$ cat src/rtl/mem_ctrl.sv
// mem_ctrl: shares one byte-wide RAM/IO port between the instruction cache
// (4-byte fetches) and the load/store buffer (1/2/4-byte loads and stores).
// Each access is split into byte beats. Read data is assembled little-endian.
// The two requesters are arbitrated round-robin.
// Ports:
//   clk, rst (sync, active-high), rdy (global enable), clr (flush icache fetch)
//   ic_req/ic_addr -> ic_done/ic_data        : icache word fetch
//   ls_req/ls_we/ls_size/ls_addr/ls_wdata
//     -> ls_done/ls_rdata                    : load/store buffer access
//   mem_din/mem_dout/mem_a/mem_wr            : byte RAM/IO port
//   io_buffer_full                           : IO sink back-pressure for writes
module mem_ctrl #(
  parameter logic [31:0] IO_BASE = 32'h0003_0000
) (
  input  logic        clk,
  input  logic        rst,
  input  logic        rdy,
  input  logic        clr,
  input  logic        ic_req,
  input  logic [31:0] ic_addr,
  output logic        ic_done,
  output logic [31:0] ic_data,
  input  logic        ls_req,
  input  logic        ls_we,
  input  logic [1:0]  ls_size,
  input  logic [31:0] ls_addr,
  input  logic [31:0] ls_wdata,
  output logic        ls_done,
  output logic [31:0] ls_rdata,
  input  logic [7:0]  mem_din,
  output logic [7:0]  mem_dout,
  output logic [31:0] mem_a,
  output logic        mem_wr,
  input  logic        io_buffer_full
);

  localparam int unsigned AW = 32;
  localparam int unsigned DW = 32;
  localparam int unsigned BW = 8;
  localparam int unsigned CW = 3;

  typedef enum logic [1:0] {S_IDLE, S_READ, S_WRITE} state_e;

  state_e         state_q, state_d;
  logic           owner_ls_q, owner_ls_d;
  logic           last_ls_q, last_ls_d;
  logic [AW-1:0]  addr_q, addr_d;
  logic [DW-1:0]  wdata_q, wdata_d;
  logic [CW-1:0]  nbeat_q, nbeat_d;
  logic [CW-1:0]  iss_q, iss_d;
  logic [CW-1:0]  rcv_q, rcv_d;
  logic [DW-1:0]  rdata_q, rdata_d;
  logic           ic_done_q, ic_done_d;
  logic [DW-1:0]  ic_data_q, ic_data_d;
  logic           ls_done_q, ls_done_d;
  logic [DW-1:0]  ls_rdata_q, ls_rdata_d;

  logic           ic_elig;
  logic           ls_elig;
  logic           outstanding;
  logic           io_stall;
  logic [CW-1:0]  ls_nbeat;
  logic [4:0]     rd_lane;
  logic [4:0]     wr_lane;

  assign ic_done  = ic_done_q;
  assign ic_data  = ic_data_q;
  assign ls_done  = ls_done_q;
  assign ls_rdata = ls_rdata_q;

  // A requester whose done is showing this cycle has not yet dropped its
  // request, so it must not be granted again.
  assign ic_elig = ic_req & ~clr & ~ic_done_q;
  assign ls_elig = ls_req & ~ls_done_q;

  // Beat count for an LSB access; size 3 behaves as a word.
  always_comb begin
    ls_nbeat = 3'd4;
    case (ls_size)
      2'd0:    ls_nbeat = 3'd1;
      2'd1:    ls_nbeat = 3'd2;
      default: ls_nbeat = 3'd4;
    endcase
  end

  assign rd_lane = {rcv_q[1:0], 3'b000};
  assign wr_lane = {iss_q[1:0], 3'b000};

  // Next-state, beat sequencing and RAM port drive.
  always_comb begin
    state_d     = state_q;
    owner_ls_d  = owner_ls_q;
    last_ls_d   = last_ls_q;
    addr_d      = addr_q;
    wdata_d     = wdata_q;
    nbeat_d     = nbeat_q;
    iss_d       = iss_q;
    rcv_d       = rcv_q;
    rdata_d     = rdata_q;
    ic_done_d   = 1'b0;
    ic_data_d   = ic_data_q;
    ls_done_d   = 1'b0;
    ls_rdata_d  = ls_rdata_q;
    mem_a       = '0;
    mem_dout    = '0;
    mem_wr      = 1'b0;
    io_stall    = 1'b0;
    // A read address was issued last active cycle; its byte is on mem_din now.
    outstanding = (rcv_q != iss_q);

    case (state_q)
      S_IDLE: begin
        if (rdy) begin
          iss_d   = '0;
          rcv_d   = '0;
          rdata_d = '0;
          if (ic_elig && (!ls_elig || last_ls_q)) begin
            owner_ls_d = 1'b0;
            last_ls_d  = 1'b0;
            addr_d     = ic_addr;
            nbeat_d    = 3'd4;
            state_d    = S_READ;
          end else if (ls_elig) begin
            owner_ls_d = 1'b1;
            last_ls_d  = 1'b1;
            addr_d     = ls_addr;
            wdata_d    = ls_wdata;
            nbeat_d    = ls_nbeat;
            state_d    = ls_we ? S_WRITE : S_READ;
          end
        end
      end

      S_READ: begin
        if (rdy && clr && !owner_ls_q) begin
          state_d = S_IDLE;
        end else if (rdy) begin
          if (iss_q < nbeat_q) begin
            mem_a = addr_q + AW'(iss_q);
            iss_d = iss_q + 3'd1;
          end
          if (outstanding) begin
            rdata_d[rd_lane +: BW] = mem_din;
            rcv_d = rcv_q + 3'd1;
            if (rcv_q + 3'd1 == nbeat_q) begin
              state_d = S_IDLE;
              if (owner_ls_q) begin
                ls_done_d  = 1'b1;
                ls_rdata_d = rdata_d;
              end else begin
                ic_done_d = 1'b1;
                ic_data_d = rdata_d;
              end
            end
          end
        end else begin
          // Frozen: keep re-driving the address of the byte still owed so
          // mem_din carries it again on the first active cycle.
          mem_a = outstanding ? addr_q + AW'(rcv_q) : addr_q + AW'(iss_q);
        end
      end

      S_WRITE: begin
        mem_a    = addr_q + AW'(iss_q);
        mem_dout = wdata_q[wr_lane +: BW];
        io_stall = (mem_a >= IO_BASE) && io_buffer_full;
        if (rdy && !io_stall) begin
          mem_wr = 1'b1;
          iss_d  = iss_q + 3'd1;
          if (iss_q + 3'd1 == nbeat_q) begin
            state_d   = S_IDLE;
            ls_done_d = 1'b1;
          end
        end
      end

      default: state_d = S_IDLE;
    endcase
  end

  // State register.
  always_ff @(posedge clk) begin
    if (rst) begin
      state_q    <= S_IDLE;
      owner_ls_q <= 1'b0;
      last_ls_q  <= 1'b1;
      addr_q     <= '0;
      wdata_q    <= '0;
      nbeat_q    <= '0;
      iss_q      <= '0;
      rcv_q      <= '0;
      rdata_q    <= '0;
      ic_done_q  <= 1'b0;
      ic_data_q  <= '0;
      ls_done_q  <= 1'b0;
      ls_rdata_q <= '0;
    end else begin
      state_q    <= state_d;
      owner_ls_q <= owner_ls_d;
      last_ls_q  <= last_ls_d;
      addr_q     <= addr_d;
      wdata_q    <= wdata_d;
      nbeat_q    <= nbeat_d;
      iss_q      <= iss_d;
      rcv_q      <= rcv_d;
      rdata_q    <= rdata_d;
      ic_done_q  <= ic_done_d;
      ic_data_q  <= ic_data_d;
      ls_done_q  <= ls_done_d;
      ls_rdata_q <= ls_rdata_d;
    end
  end

endmodule
$ cat config.mk
export PLATFORM = sky130hd
export DESIGN_NAME = mem_ctrl
export DESIGN_NICKNAME = d
export VERILOG_FILES = /design/src/rtl/mem_ctrl.sv
export SDC_FILE = /design/constraint.sdc
export NUM_CORES = 1
export LEC_CHECK = 0
export BUFFER_PORTS_ARGS = -buffer_cell sky130_fd_sc_hd__buf_4
export CAP_MARGIN = 40
export CORE_MARGIN = 2
export CORE_UTILIZATION = 55
export CTS_BUF_LIST = sky130_fd_sc_hd__clkbuf_16
export DETAILED_ROUTE_END_ITERATION = 6
export PLACE_DENSITY = 0.9
export SLEW_MARGIN = 15
export SYNTH_ARGS = -nofsm -noshare
export SYNTH_HDL_FRONTEND = slang
export SYNTH_SLANG_ARGS = --single-unit
$ cat constraint.sdc
create_clock -name clk -period 3.95 [get_ports clk]
set_input_delay 0.5925 -clock clk [delete_from_list [all_inputs] [get_ports clk]]
set_output_delay 0.5925 -clock clk [all_outputs]
set_load 0.03 [all_outputs]
# [Word level (Yosys, flattened, before mapping)]
# Index checks and enable logic that the tools add are counted.
[word_totals] reg_bits=175 in_bits=114 out_inout_bits=107 wordCells=126
[op_classes] n_addsub=5 order_cmp=2 n_eq_ne=17 shifts=3 muxes=51 n_bitwise=13 reduce_logical=22
[op_table] op="$mux W32" count=10
[op_table] op="$pmux W32 S2" count=2
[op_table] op="$add A32 B3 Y32" count=2
[op_table] op="$bwmux W32" count=1
[op_table] op="$ge A32 B18 Y1 const B" count=1
[op_table] op="$shift A8 B7 Y32 const A" count=1
[op_table] op="$shiftx A32 B6 Y8" count=1
[op_table] op="$shiftx A8 B7 Y32" count=1
[op_table] op="$mux W3" count=10
[op_table] op="$mux W2" count=10
[op_table] op="$reduce_and A6 Y1" count=3
[op_table] op="$ne A2 B2 Y1 const B" count=7
[op_table] op="$mux W1" count=12
[op_table] op="$ne A3 B3 Y1 const B" count=4
[op_table] op="$pmux W3 S2" count=2
[op_table] op="$not A1 Y1" count=10
[op_table] op="$pmux W3 S3" count=1
[op_table] op="$mux W8" count=1
[op_table] op="$neg A5 Y7" count=1
[op_table] op="$reduce_and A7 Y1" count=1
[op_table] op="$add A3 B1 Y3 const B" count=2
[op_table] op="$eq A3 B3 Y1" count=2
[op_table] op="$pmux W2 S3" count=1
[op_table] op="$reduce_or A6 Y1" count=1
[op_table] op="other kinds (15)" count=26

# [Depth between registers and ports, before layout]
[depth] word_depth=8 ltp_mapped=12 mapped_depth_nobuf=10

# [Worst setup path before layout]
# OpenSTA, ideal clock, no wires.
[synth_path] path_type="register -> output" from="reg state_q[1]" to="out mem_a[22]" arrival_time_ps=2893 setup_slack_ps=464 stages_incl_launch_ff=12 cell_sequence="dfxtp_1 > inv_1 > ha_1 > clkbuf_1 > inv_1 > clkbuf_1 > nor2_1 > nand2b_1 > clkbuf_1 > o22ai_1 > a41oi_1 > a311oi_1"
[synth_via] elab_chain_cells=2 word_cells_on_any_way=3
[synth_rtl] item="start: declaration" line="44" source="state_e state_q, state_d;"
[synth_rtl] item="start signal: assignment" line="198" source="state_q <= state_d;"
[synth_rtl] item="$eq A2 B2 Y1 or $eq A2 B1 Y1 (tied branches)" line="111" source="case (state_q)"
[synth_rtl] item="$pmux W32 S2 *" line="111"
[synth_rtl] item="end: declaration" line="32" source="output logic [31:0] mem_a,"
# Every way passes the cells marked *; elsewhere a longest branch is shown, timed or not.

# [Worst setup path after layout]
[layout_path] from="reg addr_q[1]" to="out mem_a[27]"
[layout_via] elab_chain_cells=5 word_cells_on_any_way=7
[layout_rtl] item="start: declaration" line="47" source="logic [AW-1:0] addr_q, addr_d;"
[layout_rtl] item="start signal: assignment" line="201" source="addr_q <= addr_d;"
[layout_rtl] item="$add A32 B3 Y32 (on tied branches)" line="139, 159, 164"
[layout_rtl] item="$mux W32 (on tied branches)" line="159, 138"
[layout_rtl] item="$mux W32" line="137" source="end else if (rdy) begin"
[layout_rtl] item="$mux W32" line="135" source="if (rdy && clr && !owner_ls_q) begin"
[layout_rtl] item="$pmux W32 S2 *" line="111"
# Marked as above.

==> reports/results.env <==
DIEHEIGHT_UM=135
HTREE_LEVELS=4
GP_CONGESTION=1.05
FILLERINSTANCES=1317
TIMING.FINAL.CRIT_PERIOD_NS=3.92
CP-START-KIND='flip-flop'
CRITICAL_PATH.CELL_CHAIN='ha_1 > a21o_1 > a21oi_2 > nor3_1 > mux2_2 > a22oi_1 > nand2b_1 > or3_2 > a21oi_1 > buf_4'
INSERTION_DELAY_NS=0.45
FIN_TNS_SETUP_NS=0
CP_SLOWEST_STAGE_DELAY_NS=0.44
FLOW.AREA_GROWTH_FROM_SYNTHESIS_PCT=27.4
END_KIND='primary output'
WORST_EP_REQUIRED_TIME_NS=3.36
CRITICAL-PATH-SLOWEST-CELL='sky130_fd_sc_hd__or3_2'
FIN_WORST_SKEW_NS=0.0130
FIRST_GLOBAL_VIAS=9535
ANTENNA_VIOLATING_NETS_POST_ROUTE=0
NUMCLOCKSINKS=175
NUMBER_OF_SYNTHESIS_WARNINGS=0
DRIVE_ABOVE_1_SHARE_PCT=24.7
CTS.REPORTEDPATHS.CLKPINSLEW_NS=0.07
DRT_ITER0_MARKERS=1005
CORE_AREA_MM2=0.0167
P_LEAK_nW=4.76
ARRIVAL_NS=3.33
HPWLAFTERDP_MM=23.3
SYN-INSTANCE-COUNT=1251
GRT_REMAINING_OVERFLOW=0
SYNTH.NET_COUNT=1386
CRITICAL_PATH_PEAK_FANOUT=5
CTS_TREE='done'
SYN-MEAN-INSTANCE-AREA_UM2=7.56
SYNTHTOPCELLSBYCOUNT='sky130_fd_sc_hd__nor2_1, sky130_fd_sc_hd__dfxtp_1, sky130_fd_sc_hd__a21oi_1'
DIE-AREA_MM2=0.0183
CTS_MADE_BUFFERS=17
TOTALPOWERFINAL_mW=5.18
DIE_WIDTH_UM=135
POST_SYNTHESIS_SEQUENTIAL_AREA_RATIO_PCT=37.0
DOMINANTREGCELLSYNTH='sky130_fd_sc_hd__dfxtp_1'
MAXSLEWHEADROOM_PCT=39.0
CTS_ROOT_BUF='sky130_fd_sc_hd__clkbuf_16'
TIMING.FINAL.CRIT_SHARE_PCT=99.2
POST-SYNTH-TOP-AREA-CELL='sky130_fd_sc_hd__dfxtp_1'
TOP_LEVEL_PORTS=221
N_ANTENNA_CELL=0
NUMBER_OF_ANTENNA_VIOLATIONS_AT_THE_FIRST_CHECK_IN_GLOBAL_ROUTING=0
FINAL-SETUP-VIOL-COUNT=0
FINALWIRELENGTH_MM=32.9
GRT.TOTAL_USAGE_PCT=35.2
DETAILROUTE.VIA_COUNT=10275
TIMING.MAX_CAP.VIOLATIONS=0
FLOORPLAN.INITIALDENSITY_PCT=56.6
LAYOUT.NETS=1575
FIRSTDRTPASSITERS=6
YS_FF_LATCH=175
HOLD_SLACK_NS=0.397
SYNTH_ENABLE_FLOP_CELLS=0
COUNT_OF_FINAL_MAX_SLEW_CHECK_FAILURES=0
POST_SYNTH_NUM_CELL_TYPES=81
WL_PER_CELL_UM=19.6
CELLPOWERDENSITY_mW_PER_MM2=430
GRT_FIRST_PASS_WIRELENGTH_MM=50.8
HOLD_PATH_CLASS='in -> reg'
ROWS=47
CLK_PATH_BUF_DEPTH=2
WORST_IR_DROP_VDD_uV=404
ROUTE.DETAILED.DRC=0
FINALCOREUTILIZATION_PCT=72.1
VIASPERCELL=6.14
SYNTH_TOP_CELL_AREA_SHARE_PCT=37.0
CRITICALPATHCATEGORY='reg -> out'
GRT_START_MAX_NET_PINS=71
FINALHOLDVIOLATIONS=0
WORST-PATH-BUF-INV=1
OUTCOME='complete, no violations'
MAPPEDNETLISTAREA_MM2=0.00946
IO_BUFFERS=220
YOSYS.CELL_COUNT.TOP_TYPE='sky130_fd_sc_hd__nor2_1'
GRT_SETUP_UNREPAIRED='true'
ACHIEVABLE-FREQUENCY_MHz=255
CRITICAL-PATH-TOP-DELAY-FAMILY='simple AND/OR/NAND/NOR gates'
SYNTH.AREA.TOP_CELLS='sky130_fd_sc_hd__dfxtp_1, sky130_fd_sc_hd__a21oi_1, sky130_fd_sc_hd__nor2_1, sky130_fd_sc_hd__nand2_1, sky130_fd_sc_hd__a211oi_1'
TIGHTEST_SLEW_NS=0.908
POSTSYNTH.ASYNCRESETSHARE_PCT=0
-- registers in the layout (all words and copies together), names as in the netlist --
signal and flops:
addr_q 32, ic_data 32, ls_rdata 32, rdata_q 32, wdata_q 32, iss_q 3, nbeat_q 3, rcv_q 3
state_q 2, ic_done 1, last_ls_q 1, ls_done 1, owner_ls_q 1
-- metal layers --
layer / GRT usage, % / share of wire, %
met2: 57.6 / 47
met1: 46.7 / 41
met5: 0 / 0
met3: 6.46 / 8.3
met4: 13.2 / 3.4
-- where the power goes --
group / leakage (nW) / total, mW / switching, mW / internal [mW]
Combinational: 3.05 / 1.48 / 0.951 / 0.526
Sequential: 1.42 / 2.01 / 0.145 / 1.87
Clock: 0.291 / 1.69 / 0.843 / 0.849
Total: 4.76 / 5.18 / 1.94 / 3.24
-- cell usage in the layout (no fill, tap or decap), types with 18 or more instances in the layout --
cell type | synthesis | layout
sky130_fd_sc_hd__o21ai_0 | 25 | 25
sky130_fd_sc_hd__nand3_1 | 18 | 18
sky130_fd_sc_hd__a311oi_1 | 36 | 35
sky130_fd_sc_hd__buf_4 | 3 | 264
sky130_fd_sc_hd__nor2_1 | 213 | 211
sky130_fd_sc_hd__a21oi_1 | 172 | 170
sky130_fd_sc_hd__a211oi_1 | 42 | 41
sky130_fd_sc_hd__nor2b_1 | 36 | 36
sky130_fd_sc_hd__ha_1 | 19 | 18
sky130_fd_sc_hd__nand2_1 | 159 | 157
sky130_fd_sc_hd__nor3_1 | 49 | 48
sky130_fd_sc_hd__dfxtp_1 | 175 | 173
-- cells by family after synthesis --
family                     share of synthesized area [%]
xor gates and xnor gates                            2.13
adders and majority gates                           2.94
DFF                                                 37.0
buffers and inverters                               4.84
and+or+nand+nor                                     28.3
AOI/OAI and AO/OA                                   22.4
muxes                                               2.36
-- worst reg2reg max path, cell delays in order, from the launching register on --
cell,delay [ns]
sky130_fd_sc_hd__dfxtp_1,0.33
sky130_fd_sc_hd__buf_4,0.18
sky130_fd_sc_hd__inv_1,0.11
sky130_fd_sc_hd__ha_1,0.41
sky130_fd_sc_hd__xor2_1,0.18
sky130_fd_sc_hd__nor4_1,0.49
sky130_fd_sc_hd__and3_1,0.29
sky130_fd_sc_hd__nor3b_2,0.19
sky130_fd_sc_hd__buf_4,0.52
sky130_fd_sc_hd__nor2_1,0.17
sky130_fd_sc_hd__a211oi_1,0.28
-- through the flow --
| step | area, um2 | std cells | setup WS (ns) |
|---|---|---|---|
| final | 12000 | 1673 | 0.0305 |
| after global routing | 12000 | 1673 | -0.135 |
| after CTS | 12000 | 1670 | 0.0691 |
| after detailed placement | 11400 | 1638 | 0.456 |
| after global placement | 11400 | 1637 | 0.521 |
| after floorplan | 9460 | 1251 | 0.464 |
-- path summary, 6_finish.rpt --
kind,start,endpoint,slack (ns),depth (start not counted)
worst max register to register,rcv_q[0],ic_data[26],0.72,10
worst max-delay path,addr_q[1],mem_a[27],0.03,10
worst min-delay path,ls_wdata[9],wdata_q[9],0.40,3
worst min register to register,wdata_q[12],wdata_q[12],0.46,2
-- what timing repair did --
action / 4_1_cts / 5_1_grt
setup endpoints to repair: 2 / 10
resized for setup: 3 / 11
hold buffers: 0 / 0
setup buffers: 0 / 3
pin swaps: 0 / 2
-- area by class of cell --
| class | instances | area, um2 | share of cell area, % |
|---|---|---|---|
| Clock buffer | 17 | 425 | 3.53 |
| Clock inverter | 15 | 164 | 1.36 |
| Inverter | 17 | 63.8 | 0.530 |
| Multi-Input combinational cell | 962 | 5580 | 46.3 |
| Sequential cell | 175 | 3510 | 29.1 |
| Tap cell | 220 | 275 | 2.28 |
| Timing Repair Buffer | 267 | 2030 | 16.9 |
Power figures use the tool's default switching activity.
